$ cat config.mk
export PLATFORM = sky130hd
export DESIGN_NAME = wb_protocol_monitor
export DESIGN_NICKNAME = d
export VERILOG_FILES = /design/src/rtl/wb_protocol_monitor.sv
export SDC_FILE = /design/constraint.sdc
export NUM_CORES = 1
export LEC_CHECK = 0
export CORE_ASPECT_RATIO = 0.8
export CORE_MARGIN = 8
export CORE_UTILIZATION = 50
export CTS_BUF_LIST = sky130_fd_sc_hd__clkbuf_8
export DETAILED_ROUTE_END_ITERATION = 10
export PLACE_DENSITY = 0.76
export SYNTH_ARGS = -nofsm -noshare
export SYNTH_HDL_FRONTEND = slang
export SYNTH_SLANG_ARGS = --single-unit
$ cat constraint.sdc
create_clock -name wb_clk_i -period 6.05 [get_ports wb_clk_i]
set_input_delay 1.21 -clock wb_clk_i [delete_from_list [all_inputs] [get_ports wb_clk_i]]
set_output_delay 1.21 -clock wb_clk_i [all_outputs]
set_load 0.02 [all_outputs]
$ cat src/rtl/wb_protocol_monitor.sv
// Passive Wishbone classic-cycle checker: sticky error flags, error pulse, saturating rd/wr counters.
// Optional WB_MON_LATENCY_EN adds max_lat_o (largest completed-transfer latency).
module wb_protocol_monitor #(
    parameter int AW      = 32,
    parameter int DW      = 32,
    parameter int TIMEOUT = 16,
    parameter int CNTW    = 16
) (
    input  logic              wb_clk_i,
    input  logic              wb_resetn,
    input  logic              wb_cyc_i,
    input  logic              wb_stb_i,
    input  logic              wb_we_i,
    input  logic [DW/8-1:0]   wb_sel_i,
    input  logic [AW-1:0]     wb_adr_i,
    input  logic              wb_ack_i,
    input  logic              clr_i,
    output logic [4:0]        err_flags_o,
    output logic              err_pulse_o,
    output logic [CNTW-1:0]   rd_cnt_o,
    output logic [CNTW-1:0]   wr_cnt_o,
`ifdef WB_MON_LATENCY_EN
    output logic [15:0]       max_lat_o,
`endif
    output logic              busy_o
);

    typedef enum logic [1:0] {S_IDLE, S_WAIT, S_TOUT} state_t;

    state_t            state, state_nxt;
    logic [AW-1:0]     cap_adr;
    logic              cap_we;
    logic [DW/8-1:0]   cap_sel;
    logic [15:0]       lat_cnt;
    logic              post_rst;

    logic              req, done, fld_diff, capture;
    logic [16:0]       lat_inc;
    logic [15:0]       lat_inc_sat;
    logic [4:0]        err_evt;

    assign req         = wb_cyc_i & wb_stb_i;
    assign done        = req & wb_ack_i;
    assign lat_inc     = {1'b0, lat_cnt} + 17'd1;
    assign lat_inc_sat = lat_inc[16] ? 16'hFFFF : lat_inc[15:0];
    assign fld_diff    = (wb_adr_i != cap_adr) | (wb_we_i != cap_we) | (wb_sel_i != cap_sel);

    always_ff @(posedge wb_clk_i) begin
        if (!wb_resetn) state <= S_IDLE;
        else            state <= state_nxt;
    end

    always_comb begin
        state_nxt = state;
        case (state)
            S_IDLE: if (req && !wb_ack_i) state_nxt = S_WAIT;
            S_WAIT: begin
                if (!req || wb_ack_i)                state_nxt = S_IDLE;
                else if (lat_inc == 17'(TIMEOUT))    state_nxt = S_TOUT;
            end
            S_TOUT: if (!req || wb_ack_i) state_nxt = S_IDLE;
            default: state_nxt = S_IDLE;
        endcase
    end

    always_comb begin
        busy_o     = (state != S_IDLE);
        err_evt    = '0;
        err_evt[0] = wb_stb_i & ~wb_cyc_i;
        err_evt[1] = wb_ack_i & ~req;
        err_evt[2] = (state == S_WAIT) & (~req | fld_diff);
        err_evt[3] = (state == S_WAIT) & req & ~wb_ack_i & (lat_inc == 17'(TIMEOUT));
        err_evt[4] = post_rst & (wb_cyc_i | wb_stb_i);
        capture    = req & ~wb_ack_i & ((state == S_IDLE) | ((state == S_WAIT) & fld_diff));
    end

    // Clear is applied first so a same-cycle event or count survives it.
    always_ff @(posedge wb_clk_i) begin
        if (!wb_resetn) begin
            err_flags_o <= '0;
            err_pulse_o <= 1'b0;
            rd_cnt_o    <= '0;
            wr_cnt_o    <= '0;
            cap_adr     <= '0;
            cap_we      <= 1'b0;
            cap_sel     <= '0;
            lat_cnt     <= '0;
            post_rst    <= 1'b1;
        end else begin
            post_rst    <= 1'b0;
            err_pulse_o <= |err_evt;
            err_flags_o <= (clr_i ? 5'd0 : err_flags_o) | err_evt;

            if (clr_i)
                rd_cnt_o <= CNTW'(done & ~wb_we_i);
            else if (done && !wb_we_i && rd_cnt_o != {CNTW{1'b1}})
                rd_cnt_o <= rd_cnt_o + 1'b1;

            if (clr_i)
                wr_cnt_o <= CNTW'(done & wb_we_i);
            else if (done && wb_we_i && wr_cnt_o != {CNTW{1'b1}})
                wr_cnt_o <= wr_cnt_o + 1'b1;

            if (capture) begin
                cap_adr <= wb_adr_i;
                cap_we  <= wb_we_i;
                cap_sel <= wb_sel_i;
            end

            if (state == S_IDLE) begin
                if (req && !wb_ack_i) lat_cnt <= 16'd1;
            end else if (req && !wb_ack_i) begin
                lat_cnt <= lat_inc_sat;
            end
        end
    end

`ifdef WB_MON_LATENCY_EN
    logic [15:0] xfer_lat;
    assign xfer_lat = (state == S_IDLE) ? 16'd1 : lat_inc_sat;

    always_ff @(posedge wb_clk_i) begin
        if (!wb_resetn)
            max_lat_o <= '0;
        else if (clr_i)
            max_lat_o <= done ? xfer_lat : 16'd0;
        else if (done && xfer_lat > max_lat_o)
            max_lat_o <= xfer_lat;
    end
`endif

endmodule

---- Yosys cells after proc, flatten, opt, wreduce, memory -nomap -nowiden ----
Index checks and enable logic that the tools add are counted.
storage, ports and cells
  output and inout port bits .............. 39
  logic and storage cells ................. 78
  input bits .............................. 43
  register bits ........................... 94
cells by class
  muxes and demuxes ....................... 15
  reduce and logical (&&, ||, !) cells .... 15
  equal/unequal tests ..................... 11
  $add $sub $neg .......................... 3
  bitwise operators ....................... 24
operator list
  kind                                                   number
  2-to-1 mux 16 bit                                      8
  adder 16 x 1 -> 16 bit (second input constant)         2
  != test 16 bit (second input constant)                 2
  != test 32 bit                                         1
  adder 16 x 1 -> 17 bit (second input constant)         1
  equality test 17 x 5 -> 1 bit (second input constant)  1
  AND 1 x 16 -> 16 bit                                   1
  inverter 1 -> 16 bit                                   1
  AND 1 bit                                              13
  2-to-1 mux 2 bit                                       4
  case mux 2 bit (3 select lines)                        1
  nonzero test 2 bit                                     3
  logical AND 1 bit                                      5
  2-to-1 mux 5 bit                                       1
  OR 1 bit                                               5
  OR 5 bit                                               1
  OR reduction 5 bit                                     1
  != test 2 bit (second input constant)                  2
  != test 4 bit                                          1
  logical NOT 1 bit                                      3
  != test 3 bit (second input constant)                  1
  inverter 1 bit                                         3
  AND reduction 3 bit                                    1
  equality test 2 x 1 -> 1 bit (second input constant)   1
  other kinds (5)                                        5

---- Longest topological paths before layout ----
Gate-level depths: netlist of run 1.
  depth in word-level cells ............... 6
  mapped depth ............................ 9

---- Worst setup path before layout of run 1 ----
No wires, ideal clock.
  path type ............................... in2reg
  from .................................... in wb_adr_i[9]
  to ...................................... reg cap_adr[10]
  cell stages on the path ................. 8
  buffers on the path ..................... 2
  path slack .............................. 3.159 ns
  arrival time ............................ 2.772 ns
  required time ........................... 5.930 ns
  path through ............................ xnor2_1 o221ai_1 or4_4 nor4_4 a211oi_1 buf_6 buf_6 mux2i_1
on the way
  longest elaborated chain between the ends .. 6
RTL lines
  what                    RTL line  text
  start, declared         15        input logic [AW-1:0] wb_adr_i,
  != test 32 bit          46        assign fld_diff = (wb_adr_i != cap_adr) | (wb_we_i != cap_we) | (wb_sel_i != cap_sel);
  OR 1 bit (2 in series)  46
  AND 1 bit               74        capture = req & ~wb_ack_i & ((state == S_IDLE) | ((state == S_WAIT) & fld_diff));
  OR 1 bit                74
  AND 1 bit               74
  end signal, assigned    105       cap_adr <= wb_adr_i;
  end, declared           31        logic [AW-1:0] cap_adr;
Every way passes these cells.
A chain may end at the register's enable or synchronous reset.

---- Worst setup path in the final report of run 1 ----
  from .................................... reg state[1]
  to ...................................... out busy_o
on the way
  longest elaborated chain between the ends .. 1
RTL lines
  what                    RTL line  text
  start, declared         30        state_t state, state_nxt;
  start signal, assigned  50        else state <= state_nxt;
  nonzero test 2 bit      67        busy_o = (state != S_IDLE);
  end, declared           25        output logic busy_o
Every way passes these cells.

==> results of run 1 <==
[final timing paths]
kind | startpoint | cells past startpoint | end | slack, ps
worst max register to register | lat_cnt[3]$_SDFFE_PN0P_ | 6 | err_pulse_o$_SDFF_PN0_ | 3630
worst max-delay path | state[1]$_SDFFE_PN0P_ | 3 | busy_o | 2680
worst min-delay path | cap_sel[2]$_SDFFE_PN0P_ | 2 | cap_sel[2]$_SDFFE_PN0P_ | 470
worst min register to register | cap_sel[2]$_SDFFE_PN0P_ | 2 | cap_sel[2]$_SDFFE_PN0P_ | 470
[flip-flops by register name, summed over array words and instances (netlist names)]
signal / count
state: 2
cap_sel: 4
cap_we: 1
wr_cnt_o: 16
lat_cnt: 16
cap_adr: 32
err_pulse_o: 1
post_rst: 1
rd_cnt_o: 16
err_flags_o: 5
[layout make-up]
type	instances	share of cell area, %
Sequential cell	94	32.4
Tap cell	115	2.48
Clock buffer	9	2.13
Timing Repair Buffer	83	14.1
Clock inverter	7	1.53
Multi-Input combinational cell	435	46.3
Inverter	16	1.03
[stage by stage]
stage	util, %	hold WS, ps
floorplan	-	435
global placement	61.1	444
detailed placement	61.1	457
CTS	63.4	473
global route	63.4	493
finish	63.4	466
[cells by family after synthesis]
family,synth area share (%)
adder cells (fa/ha/maj),1.05
AND/OR/NAND/NOR,25.8
AO/OA/AOI/OAI,10.7
multiplexers,8.43
flip-flops,39.6
XOR/XNOR,10.3
buffers and inverters,4.06
[routing by layer]
layer	vias up	GRT usage, %	wire length (um)
li1	2147	-	-
met1	1979	22.5	5580
met2	112	29.5	5110
met3	18	6.10	740
met4	0	5.78	177
met5	-	0	0
[worst max-delay path, delay by kind of cell, from the launching register on]
| family | cells | cell delay, ps |
|---|---|---|
| buffers and inverters | 2 | 980 |
| and+or+nand+nor | 1 | 450 |
| DFF | 1 | 370 |
[power by group]
part | leakage, nW | total, W | internal, W | switching (W)
registers | 0.762 | 0.000639 | 0.000630 | 0.00000895
clock network | 0.112 | 0.000454 | 0.000231 | 0.000223
logic | 1.20 | 0.000114 | 0.0000546 | 0.0000593
total | 2.07 | 0.00121 | 0.000916 | 0.000291
[cells in the final DEF (no fill, tap or decap), drive strengths merged, types with 11 or more instances in the layout]
cell type	count
nand3	20
nand4	17
nor2	45
nand2	103
dfxtp	94
nor3	16
o21ai	17
nor4	11
mux2i	40
clkdlybuf4s50	80
xor2	46
inv	17
a21oi	29
==> metrics, run 1 <==
post-route DRC violation count 0; GR Overflow Total 0; Setup CP Type reg2out; GRT Util Overall 18.2%; period utilization 55.7%; MaxCap Viol Count 0; top_reg_cell synth dfxtp_1; post-synthesis cell count 572; die area 12,900 um2; Worst Tran Pin Value 1200 ps; f_max 297 MHz; Die Width 125 um; first-pass GRT wire length 19,300 um; GP Congestion 0.890; synth cell count leaders 103 x nand2_1, 94 x dfxtp_1, 46 x xor2_1; post_cts resized 0; CP Cell Sequence nor2_1, inv_1, clkdlybuf4s50_1; Crit Path Max Fanout 12; Multi-input gate area 2690 um2; Area Overhead vs Synth 22.3%; postcts setup bufs 0; CTS tree yes; crit-path max cell delay 630 ps; # diodes 0; drt pass-1 iters 5; Area after DPL 5590 um2; dpl ws 2360 ps; syn_nets 619; ys async rst share 0%; FILL cells 785; antenna violations before repair 0; Site Rows 31; Final Cell Area 5810 um2; Power, Total 0.00121 W; status finished clean; Slowest cell on crit path clkdlybuf4s50_1; root buffer cell clkbuf_8; CTS Buffer Depth 2; share of the synthesized area in the top cell type 39.6%; number of DRC markers in iteration 0 328; EDFF count, synth 0; CTS Hold Bufs 0; Placed Cells 743; storage element area 1880 um2; Yosys Warn Count 0; crit path DAT 2160 ps; final setup margin 2680 ps; final antenna-violating net count 0; Final setup viols 0; DIE HEIGHT 103 um; Setup crit end kind output pin; cell area after synthesis 4750 um2; DR vias/cell 5.61; Final Skew 8.56 ps; area leader, netlist dfxtp_1; Post-Layout Cell Count 759; minimum clock period 3370 ps; Sink Count 94; RSZ-0062 raised after global routing false; Worst VDD drop 0.156 mV; H-tree lvl count 3; CTS buffer count 9; Synth cell types 50; vias in the first global route 4,137; worst rel slew slack 19.5%; required time of the critical path 4840 ps; layout cells sized above 1 3.42%; DRT Wirelength 11,600 um; wire per inst 15.3 um; CORE AREA 9150 um2; initial core utilization 51.9%; Pins Over Slew Limit 0; Hold Crit Class reg2reg; IO buf count 81; top cells by area, synth dfxtp_1 40%, xor2_1 8.5%, mux2i_1 8.4%; pin count of the biggest net entering global routing 83; most frequent cell after synthesis nand2_1; Power Density 208 nW/um2; sequential share of the synthesized area 39.6%; Startpoint Class register; setup_tns 0 ps; hpwl dp 8310 um; Seq cells post-synth 94; Worst-path clk slew 90 ps; clock latency at the later pin of the worst-skew pair 370 ps; total number of vias 4,256; leakage power 2.07 nW; syn avg cell area 8.30 um2; Layout Nets 686; I/O pin total 82; Hold Vio Cnt, Final 0
(Power assumes the default switching activity.)
==> run 2: changes to the inputs <==
Settings changed: PLACE_DENSITY 0.76 to 0.79.
Clock period 6.05 ns to 2.86 ns, I/O delays scaled along.
==> run 2 against run 1 <==
Against the previous run:
- register-to-register slack lost 3300 ps
- critical endpoint is now state[0]$_SDFFE_PN0P_
- global-route usage grew 0.83 points
- via count up 1.9%
- sequential share of layout area fell by 0.62 points
==> metrics, run 2 (same netlist as run 1, synthesis figures left out) <==
GP Congestion 0.893 (was 0.890); antenna violations before repair 0 (unchanged); Layout Nets 697 (was 686); DIE HEIGHT 103 um (unchanged); Reg with most FFs cap_adr (unchanged); Power, Total 0.00259 W (was 0.00121 W); Crit Path Max Fanout 9 (was 12); post_cts resized 0 (unchanged); root buffer cell clkbuf_8 (unchanged); number of DRC markers in iteration 0 267 (was 328); status finished clean (unchanged); hpwl dp 8820 um (was 8310 um); DR vias/cell 5.64 (was 5.61); Switching Power 0.000614 W (was 0.000291 W); setup_tns 0 ps (unchanged); first-pass GRT wire length 20,100 um (was 19,300 um); Setup CP Type reg2reg (was reg2out); CTS Hold Bufs 0 (unchanged); GRT Util Overall 19.0% (was 18.2%); f_max 403 MHz; Pins Over Slew Limit 0 (unchanged); Worst VDD drop 0.293 mV (was 0.156 mV); Crit path top cell by count nor4_1; hold path depth 2 (unchanged); Final Cell Area 5920 um2 (was 5810 um2); Die Width 125 um (unchanged); GR Overflow Total 0 (unchanged); initial core utilization 51.9% (unchanged); combinational share of power 10.0% (was 9.4%); Final Skew 12.6 ps (was 8.56 ps); register share of total power 52.3% (was 53.0%); reg2reg end state[0]$_SDFFE_PN0P_ (was err_pulse_o$_SDFF_PN0_); layout cells sized above 1 5.20% (was 3.42%); Worst Tran Pin Value 570 ps (was 1200 ps); commonest non-fill, non-tap cell in the layout nand2_1 (unchanged); Setup crit end kind register (was output pin); drt pass-1 iters 5 (unchanged); R2R Setup Slk 380 ps (was 3630 ps); leakage power 2.13 nW (was 2.07 nW); Fin Hold WS 465 ps (was 466 ps); hold_sp cap_sel[2]$_SDFFE_PN0P_ (unchanged); post-route DRC violation count 0 (unchanged); CTS tree yes (unchanged); CTS Buffer Depth 2 (unchanged); Critical R2R Launch lat_cnt[3]$_SDFFE_PN0P_ (unchanged); required time of the critical path 3120 ps (was 4840 ps); Internal 0.00197 W (was 0.000916 W); r2r worst-path depth 6 (unchanged); Hold Vio Cnt, Final 0 (unchanged); Area after DPL 5700 um2 (was 5590 um2); I/O pin total 82 (unchanged); Startpoint Class register (unchanged); Final setup viols 0 (unchanged); Hold Crit Class reg2reg (unchanged); worst rel slew slack 61.7% (was 19.5%); period utilization 86.8%; Sink Count 94 (unchanged); pin count of the biggest net entering global routing 59 (was 83); postcts setup bufs 0 (unchanged); IO buf count 81 (unchanged); vias in the first global route 4,183 (was 4,137); crit-path max cell delay 600 ps (was 630 ps); Worst-path clk slew 90 ps (about the same); die area 12,900 um2 (unchanged); Hold EP cap_sel[2]$_SDFFE_PN0P_ (unchanged); Slowest cell on crit path nor4_1 (was clkdlybuf4s50_1); DRT Wirelength 12,000 um (was 11,600 um); total number of vias 4,335 (was 4,256); CP Cell Sequence nand3_1, nor4_1, a21boi_1, nor4_1, o211ai_1, nor2b_1 (was nor2_1, inv_1, clkdlybuf4s50_1); wire per inst 15.6 um (was 15.3 um); Area Overhead vs Synth 24.7% (was 22.3%); # diodes 0 (unchanged); clock latency at the later pin of the worst-skew pair 370 ps (about the same); max reg flops 32 (unchanged); final antenna-violating net count 0 (unchanged); MaxCap Viol Count 0 (unchanged); CORE AREA 9150 um2 (unchanged); most frequent cells in the layout 103 x nand2_1, 94 x dfxtp_1, 80 x clkdlybuf4s50_1, 46 x xor2_1, 45 x nor2_1 (unchanged); crit path DAT 2740 ps (was 2160 ps); clock power share 37.8% (was 37.6%); RSZ-0062 raised after global routing false (unchanged); switch share 23.7% (was 24.1%); CTS buffer count 9 (unchanged); Power Density 437 nW/um2 (was 208 nW/um2); minimum clock period 2480 ps; FILL cells 785 (unchanged); Site Rows 31 (unchanged); H-tree lvl count 3 (unchanged)
-- run 2: cell types whose count changed in the layout (fill, tap and decap cells not counted) --
cell      before  now
buf_4          2   11
buf_12         0    2
inv_1         15   13
clkbuf_8       9   10
-- run 2: metal layers --
metal	vias up	global-route usage [%]	routed length (um)
met5	-	0	0
met4	0	5.97	168
met3	18	6.15	788
met2	117	30.7	5460
met1	2040	23.7	5580
li1	2160	-	-
-- run 2: how the worst max path moves through the flow --
stage                                       start                       end  slack [ps]  depth (start not counted)
after floorplan                       wb_adr_i[9]  cap_adr[10]$_SDFFE_PN0P_         610                          8
after CTS                             wb_adr_i[9]  cap_adr[24]$_SDFFE_PN0P_         390                          8
final                     lat_cnt[3]$_SDFFE_PN0P_     state[0]$_SDFFE_PN0P_         380                          6
after global routing      lat_cnt[3]$_SDFFE_PN0P_     state[0]$_SDFFE_PN0P_         110                          6
after global placement                wb_adr_i[9]   cap_adr[5]$_SDFFE_PN0P_          50                          8
after detailed placement              wb_adr_i[9]   cap_adr[7]$_SDFFE_PN0P_          20                          8
-- run 2: metrics by stage --
step	instances	setup slack (ps)	util, %
floorplan	572	607	-
global placement	754	46.1	62.3
detailed placement	754	18.3	62.3
CTS	769	393	64.7
global route	769	111	64.7
finish	769	378	64.7
-- run 2: layout make-up --
| class | count | area (um2) | share of cell area, % |
|---|---|---|---|
| clock buffers | 10 | 138 | 2.33 |
| clock inverters | 5 | 81.3 | 1.37 |
| inverters | 16 | 60.1 | 1.01 |
| multi-input cells | 435 | 2690 | 45.4 |
| flip-flops and latches | 94 | 1880 | 31.8 |
| well taps | 115 | 144 | 2.43 |
| repair buffers | 94 | 928 | 15.7 |
-- run 2: power by group through the flow --
stage | registers, W | logic (W) | clock network (W)
floorplan | 0.00138 | 0.000125 | 0
global placement | 0.00138 | 0.000251 | 0
detailed placement | 0.00138 | 0.000256 | 0
CTS | 0.00135 | 0.000258 | 0.000997
global route | 0.00136 | 0.000278 | 0.00106
finish | 0.00135 | 0.000258 | 0.000977
-- run 2: critical path: cells and delay by family, from the launching register on --
family          cells  cell delay (ps)
compound gates      2              430
simple gates        4             1460
flops               1              490
